## src/rtl/div_ctrl.sv

```systemverilog
// div_ctrl: multi-cycle restoring divide sequencer for the MIPS EX stage.
// Produces one quotient bit per cycle and requests a pipeline stall while EX waits.
module div_ctrl #(
  parameter int WIDTH = 32
) (
  input  logic               clk,
  input  logic               rst,
  input  logic               start_i,
  input  logic               signed_div_i,
  input  logic [WIDTH-1:0]   opdata1_i,
  input  logic [WIDTH-1:0]   opdata2_i,
  input  logic               annul_i,
  output logic [2*WIDTH-1:0] result_o,
  output logic               ready_o,
  output logic               stallreq_o
);

  localparam int               CNT_W    = $clog2(WIDTH) + 1;
  localparam logic [CNT_W-1:0] CNT_ZERO = {CNT_W{1'b0}};
  localparam logic [CNT_W-1:0] CNT_ONE  = {{(CNT_W-1){1'b0}}, 1'b1};
  localparam logic [CNT_W-1:0] CNT_LAST = CNT_W'(WIDTH - 1);
  localparam logic [WIDTH-1:0] ZERO_W   = {WIDTH{1'b0}};
  localparam logic [WIDTH-1:0] ONE_W    = {{(WIDTH-1){1'b0}}, 1'b1};

  typedef enum logic [1:0] {
    ST_IDLE    = 2'd0,
    ST_DIVZERO = 2'd1,
    ST_ON      = 2'd2,
    ST_END     = 2'd3
  } state_t;

  function automatic logic [WIDTH-1:0] neg_f(input logic [WIDTH-1:0] v);
    return ~v + ONE_W;
  endfunction

  state_t             state_r;
  state_t             nxt_state_s;
  logic               accept_s;
  logic               iter_s;
  logic               last_s;
  logic               zero_s;
  logic               clear_s;

  logic [WIDTH-1:0]   dvd_r;
  logic [WIDTH-1:0]   dvs_r;
  logic [WIDTH-1:0]   rem_r;
  logic [CNT_W-1:0]   cnt_r;
  logic               neg_q_r;
  logic               neg_rem_r;
  logic [2*WIDTH-1:0] result_r;
  logic               ready_r;

  logic               a_neg_s;
  logic               b_neg_s;
  logic [WIDTH:0]     shifted_s;
  logic [WIDTH:0]     diff_s;
  logic               ge_s;
  logic [WIDTH-1:0]   rem_nxt_s;
  logic [WIDTH-1:0]   quo_nxt_s;
  logic [WIDTH-1:0]   quo_fix_s;
  logic [WIDTH-1:0]   rem_fix_s;

  assign a_neg_s = signed_div_i & opdata1_i[WIDTH-1];
  assign b_neg_s = signed_div_i & opdata2_i[WIDTH-1];

  // Trial subtract: |diff| < 2^WIDTH always, so its top bit is a true sign.
  assign shifted_s = {rem_r, dvd_r[WIDTH-1]};
  assign diff_s    = shifted_s - {1'b0, dvs_r};
  assign ge_s      = ~diff_s[WIDTH];
  assign rem_nxt_s = ge_s ? diff_s[WIDTH-1:0] : shifted_s[WIDTH-1:0];
  assign quo_nxt_s = {dvd_r[WIDTH-2:0], ge_s};
  assign quo_fix_s = neg_q_r ? neg_f(quo_nxt_s) : quo_nxt_s;
  assign rem_fix_s = neg_rem_r ? neg_f(rem_nxt_s) : rem_nxt_s;

  // State register.
  always_ff @(posedge clk or negedge rst) begin
    if (!rst) begin
      state_r <= ST_IDLE;
    end else begin
      state_r <= nxt_state_s;
    end
  end

  // Next-state decode and per-cycle datapath strobes.
  always_comb begin
    nxt_state_s = state_r;
    accept_s    = 1'b0;
    iter_s      = 1'b0;
    last_s      = 1'b0;
    zero_s      = 1'b0;
    clear_s     = 1'b0;
    case (state_r)
      ST_IDLE: begin
        if (start_i && !annul_i) begin
          accept_s = 1'b1;
          if (opdata2_i == ZERO_W) begin
            nxt_state_s = ST_DIVZERO;
          end else begin
            nxt_state_s = ST_ON;
          end
        end else begin
          nxt_state_s = ST_IDLE;
        end
      end
      ST_DIVZERO: begin
        if (annul_i) begin
          nxt_state_s = ST_IDLE;
        end else begin
          zero_s      = 1'b1;
          nxt_state_s = ST_END;
        end
      end
      ST_ON: begin
        if (annul_i) begin
          nxt_state_s = ST_IDLE;
        end else begin
          iter_s = 1'b1;
          if (cnt_r == CNT_LAST) begin
            last_s      = 1'b1;
            nxt_state_s = ST_END;
          end else begin
            nxt_state_s = ST_ON;
          end
        end
      end
      ST_END: begin
        if (annul_i || !start_i) begin
          clear_s     = 1'b1;
          nxt_state_s = ST_IDLE;
        end else begin
          nxt_state_s = ST_END;
        end
      end
      default: begin
        nxt_state_s = ST_IDLE;
      end
    endcase
  end

  // Operand capture (as magnitudes) and the shift/subtract iteration.
  always_ff @(posedge clk or negedge rst) begin
    if (!rst) begin
      dvd_r     <= ZERO_W;
      dvs_r     <= ZERO_W;
      rem_r     <= ZERO_W;
      cnt_r     <= CNT_ZERO;
      neg_q_r   <= 1'b0;
      neg_rem_r <= 1'b0;
    end else if (accept_s) begin
      dvd_r     <= a_neg_s ? neg_f(opdata1_i) : opdata1_i;
      dvs_r     <= b_neg_s ? neg_f(opdata2_i) : opdata2_i;
      rem_r     <= ZERO_W;
      cnt_r     <= CNT_ZERO;
      neg_q_r   <= a_neg_s ^ b_neg_s;
      neg_rem_r <= a_neg_s;
    end else if (iter_s) begin
      dvd_r     <= quo_nxt_s;
      rem_r     <= rem_nxt_s;
      cnt_r     <= cnt_r + CNT_ONE;
    end else begin
      cnt_r     <= cnt_r;
    end
  end

  // Registered result and ready; an abort leaves the result untouched.
  always_ff @(posedge clk or negedge rst) begin
    if (!rst) begin
      result_r <= {(2*WIDTH){1'b0}};
      ready_r  <= 1'b0;
    end else begin
      ready_r <= (nxt_state_s == ST_END);
      if (last_s) begin
        result_r <= {rem_fix_s, quo_fix_s};
      end else if (zero_s || clear_s) begin
        result_r <= {(2*WIDTH){1'b0}};
      end else begin
        result_r <= result_r;
      end
    end
  end

  assign result_o   = result_r;
  assign ready_o    = ready_r;
  assign stallreq_o = start_i & ~ready_r;

endmodule
```

## config.mk

```make
export PLATFORM = sky130hd
export DESIGN_NAME = div_ctrl
export DESIGN_NICKNAME = d
export VERILOG_FILES = /design/src/rtl/div_ctrl.sv
export SDC_FILE = /design/constraint.sdc
export NUM_CORES = 1
export LEC_CHECK = 0
export ABC_AREA = 0
export CAP_MARGIN = 20
export CORE_MARGIN = 2
export CORE_UTILIZATION = 52
export DETAILED_ROUTE_END_ITERATION = 6
export GPL_TIMING_DRIVEN = 0
export PLACE_DENSITY = 0.85
export SYNTH_ARGS = -nofsm -noshare
export SYNTH_HDL_FRONTEND = slang
export SYNTH_SLANG_ARGS = --single-unit
```

## constraint.sdc

```tcl
create_clock -name clk -period 5.49 [get_ports clk]
set_clock_uncertainty 0.1 [all_clocks]
set_input_delay 0.549 -clock clk [delete_from_list [all_inputs] [get_ports clk]]
set_output_delay 0.549 -clock clk [all_outputs]
set_load 0.05 [all_outputs]
```

==> impl_metrics.ini <==
[global_route]
grt_antenna_before_repair = 0
grt_pass1_wl_um = 60300
grt_max_degree = 108
grt.total_usage_pct = 31.8
grt_pass1_vias = 11300
grt_overflow = 0

[synth]
synth_seq_area_share_pct = 36.2
synth_edf_count = 0
synth-async-reset-ratio_pct = 100
syn_inst = 1442
ys.flop_type = dfrtp_1
synth_area_leader_cell = dfrtp_1
synth_most_common_cell = nand2_1
synth_top_area_share_pct = 36.2
avgSynthCellArea_sq_um = 8.21
ys_types = 77
synthTopCellsByCount = 232 x nand2_1, 214 x o21ai_0, 171 x dfrtp_1
yosys_register_bits = 171
synthTopCellsByArea = dfrtp_1 36%, o21ai_0 9.1%, nand2_1 7.4%
ys_warn_count = 0
syn_area_sq_mm = 0.0118
syn_nets = 1549

[clocking]
insertion_delay_ns = 0.44
cts_tree = built
cts_sinks = 171
cts_max_level = 4
cts-root-buf = clkbuf_16
path_clk_slew_ns = 0.07
numCtsBuffers = 17
cts_max_path_buffers = 2

[setup_path]
cp.arrival_ns = 5.69
r2r_cells = 23
end_kind = flip-flop
critPathKind = reg2reg
rrSetupSlack_ns = 0.008
critical_path_required_ns = 5.70
path_max_fanout = 7
r2r-start = rem_r[0]
startpoint_type = flip-flop
r2r-end = result_o[58]

[layout]
multiInputGateArea_sq_mm = 0.00725
fin_util_pct = 65.3
n_antenna_cell = 0
instances_no_fill = 1928
nets = 1737
fillerInstances = 1873
area_growth_pct = 24.1
regArea_sq_mm = 0.00428
finalInstanceArea_sq_mm = 0.0147
drive_above_1_share_pct = 8.34

[die]
die_h_um = 155
io_pins = 135
initial_utilization_pct = 52.6
core-area_sq_mm = 0.0225
die_x_um = 155
fp.dieArea_sq_mm = 0.0240
row_count = 55

[placed_design]
gp_congestion = 0.988
dp.cells = 1864
numPortBuffers = 134
placed_cell_area_sq_mm = 0.0136
post-dp-hpwl_um = 28500

[timing]
whs_ns = 0.377
slew_violations = 0
final_hold_viol_count = 0
tightest_slew_ns = 0.920
fmax_ghz = 0.182
setup_viol = 0
slew_headroom_pct = 37.8
post-route-min-period_ns = 5.48
finalSetupTns_ns = 0
rsz0062_at_grt = yes
period_share_pct = 99.9

[drt]
drt_wl_total_um = 38400
vias = 12000
drc = 0
drtIter0Drc = 1417
vias_per_cell = 6.20
ant_nets = 0
wl_per_cell_um = 19.9
dr.pass1.iters = 6

[worst_hold_path]
min_to = result_o[19]
min_path_type = reg2reg
min-delay-start = result_o[19]
whs_path_depth = 2

[power_and_ir_drop]
p_leak_nw = 6.19
vdd_drop_max_mv = 0.304
p_per_area_mw_per_mm2 = 560

[status]
outcome = finished, final reports clean

[flow_run]
cap_violations = 0
## metrics by stage
stage	setup WS [ns]	power, mW
finish	0.00758	8.22
global route	-0.174	8.64
CTS	0.0109	7.87
detailed placement	-1.37	6.11
global placement	-3.12	6.00
floorplan	0.0159	4.89
## critical path, cell delays in order, from the launching register on
cell	delay (ns)
dfrtp_1	0.48
inv_1	0.12
fa_2	0.39
nand2b_4	0.16
a211oi_4	0.31
o22ai_4	0.12
o21ai_4	0.34
a221o_1	0.31
nor2_4	0.07
inv_2	0.10
buf_8	0.13
buf_8	0.12
nor2_4	0.04
a21oi_4	0.16
ha_4	0.18
nand2_4	0.05
nor3_4	0.15
or4b_4	0.52
nor4_4	0.33
nand3_2	0.13
a221o_2	0.46
o31ai_1	0.33
xnor2_1	0.15
o21ai_1	0.07
## kinds of logic after synthesis
logic type | synth area share [%]
simple gates | 18.6
compound gates | 24.2
flops | 36.2
xor+xnor | 10.5
buf+inv | 4.29
fa+ha+maj | 4.08
mux | 2.14
## report_power, final
part | internal (mW) | switching [mW] | leakage [nW]
clock | 0.664 | 0.566 | 0.286
combinational | 2.06 | 3.18 | 3.63
sequential | 1.46 | 0.291 | 2.27
## state kept, by name, indices dropped and copies added, names as in the netlist
name       cells
neg_q_r        1
dvd_r         32
state_r        2
dvs_r         32
rem_r         32
ready_o        1
result_o      64
cnt_r          6
neg_rem_r      1
## worst max path at each step
stage              endpoint  cells after the start      start
2_1_floorplan  result_o[60]                     26  dvd_r[31]
3_3_place_gp      rem_r[16]                      1        rst
3_5_place_dp   result_o[56]                     26  dvd_r[31]
4_1_cts        result_o[60]                     27  dvd_r[31]
5_1_grt        result_o[60]                     23   rem_r[0]
6_report       result_o[58]                     23   rem_r[0]
## cell usage in the layout (no fill, tap or decap), drive strengths merged, types with 7 or more instances in the layout
cell type / netlist / final
and2: 9 / 9
o211ai: 10 / 10
inv: 54 / 61
nand2: 232 / 232
ha: 37 / 37
nor3: 28 / 28
or3: 21 / 21
a22oi: 31 / 31
and3: 10 / 10
nand4: 10 / 10
nor2: 82 / 82
dfrtp: 171 / 171
clkdlybuf4s50: 0 / 133
nand2b: 9 / 9
a31oi: 12 / 12
nor4: 13 / 13
or4: 13 / 13
o21ai: 221 / 221
nand3: 20 / 20
o31ai: 24 / 24
o41ai: 14 / 14
buf: 17 / 56
xor2: 80 / 80
clkbuf: 60 / 75
a21oi: 67 / 67
a21o: 15 / 15
xnor2: 62 / 62
a211oi: 7 / 7
mux2i: 23 / 23
## timing repair
action | in CTS | in global routing
setup buffers | 29 | 8
gates cloned | 0 | 0
pin swaps | 18 | 17
gates resized for setup | 44 | 14
hold buffers | 1 | 0
hold endpoints to repair | 64 | 0
endpoints found under the setup margin | 19 | 8
## routing by layer
layer	track usage (%)	vias up	part of all wire [%]
li1	-	5546	-
met1	45.0	5724	43
met2	51.2	603	46
met3	4.71	78	8.6
met4	9.04	0	2.3
met5	0	-	0
## cell type report
| class | instances | share of cell area (%) |
|---|---|---|
| plain buffers | 71 | 2.28 |
| clock buffers | 20 | 3.11 |
| clock inverters | 12 | 0.861 |
| inverters | 54 | 1.38 |
| multi-input cells | 1140 | 49.4 |
| flip-flops and latches | 171 | 29.1 |
| well taps | 285 | 2.43 |
| repair buffers | 175 | 11.4 |
Power figures use the tool's default switching activity.
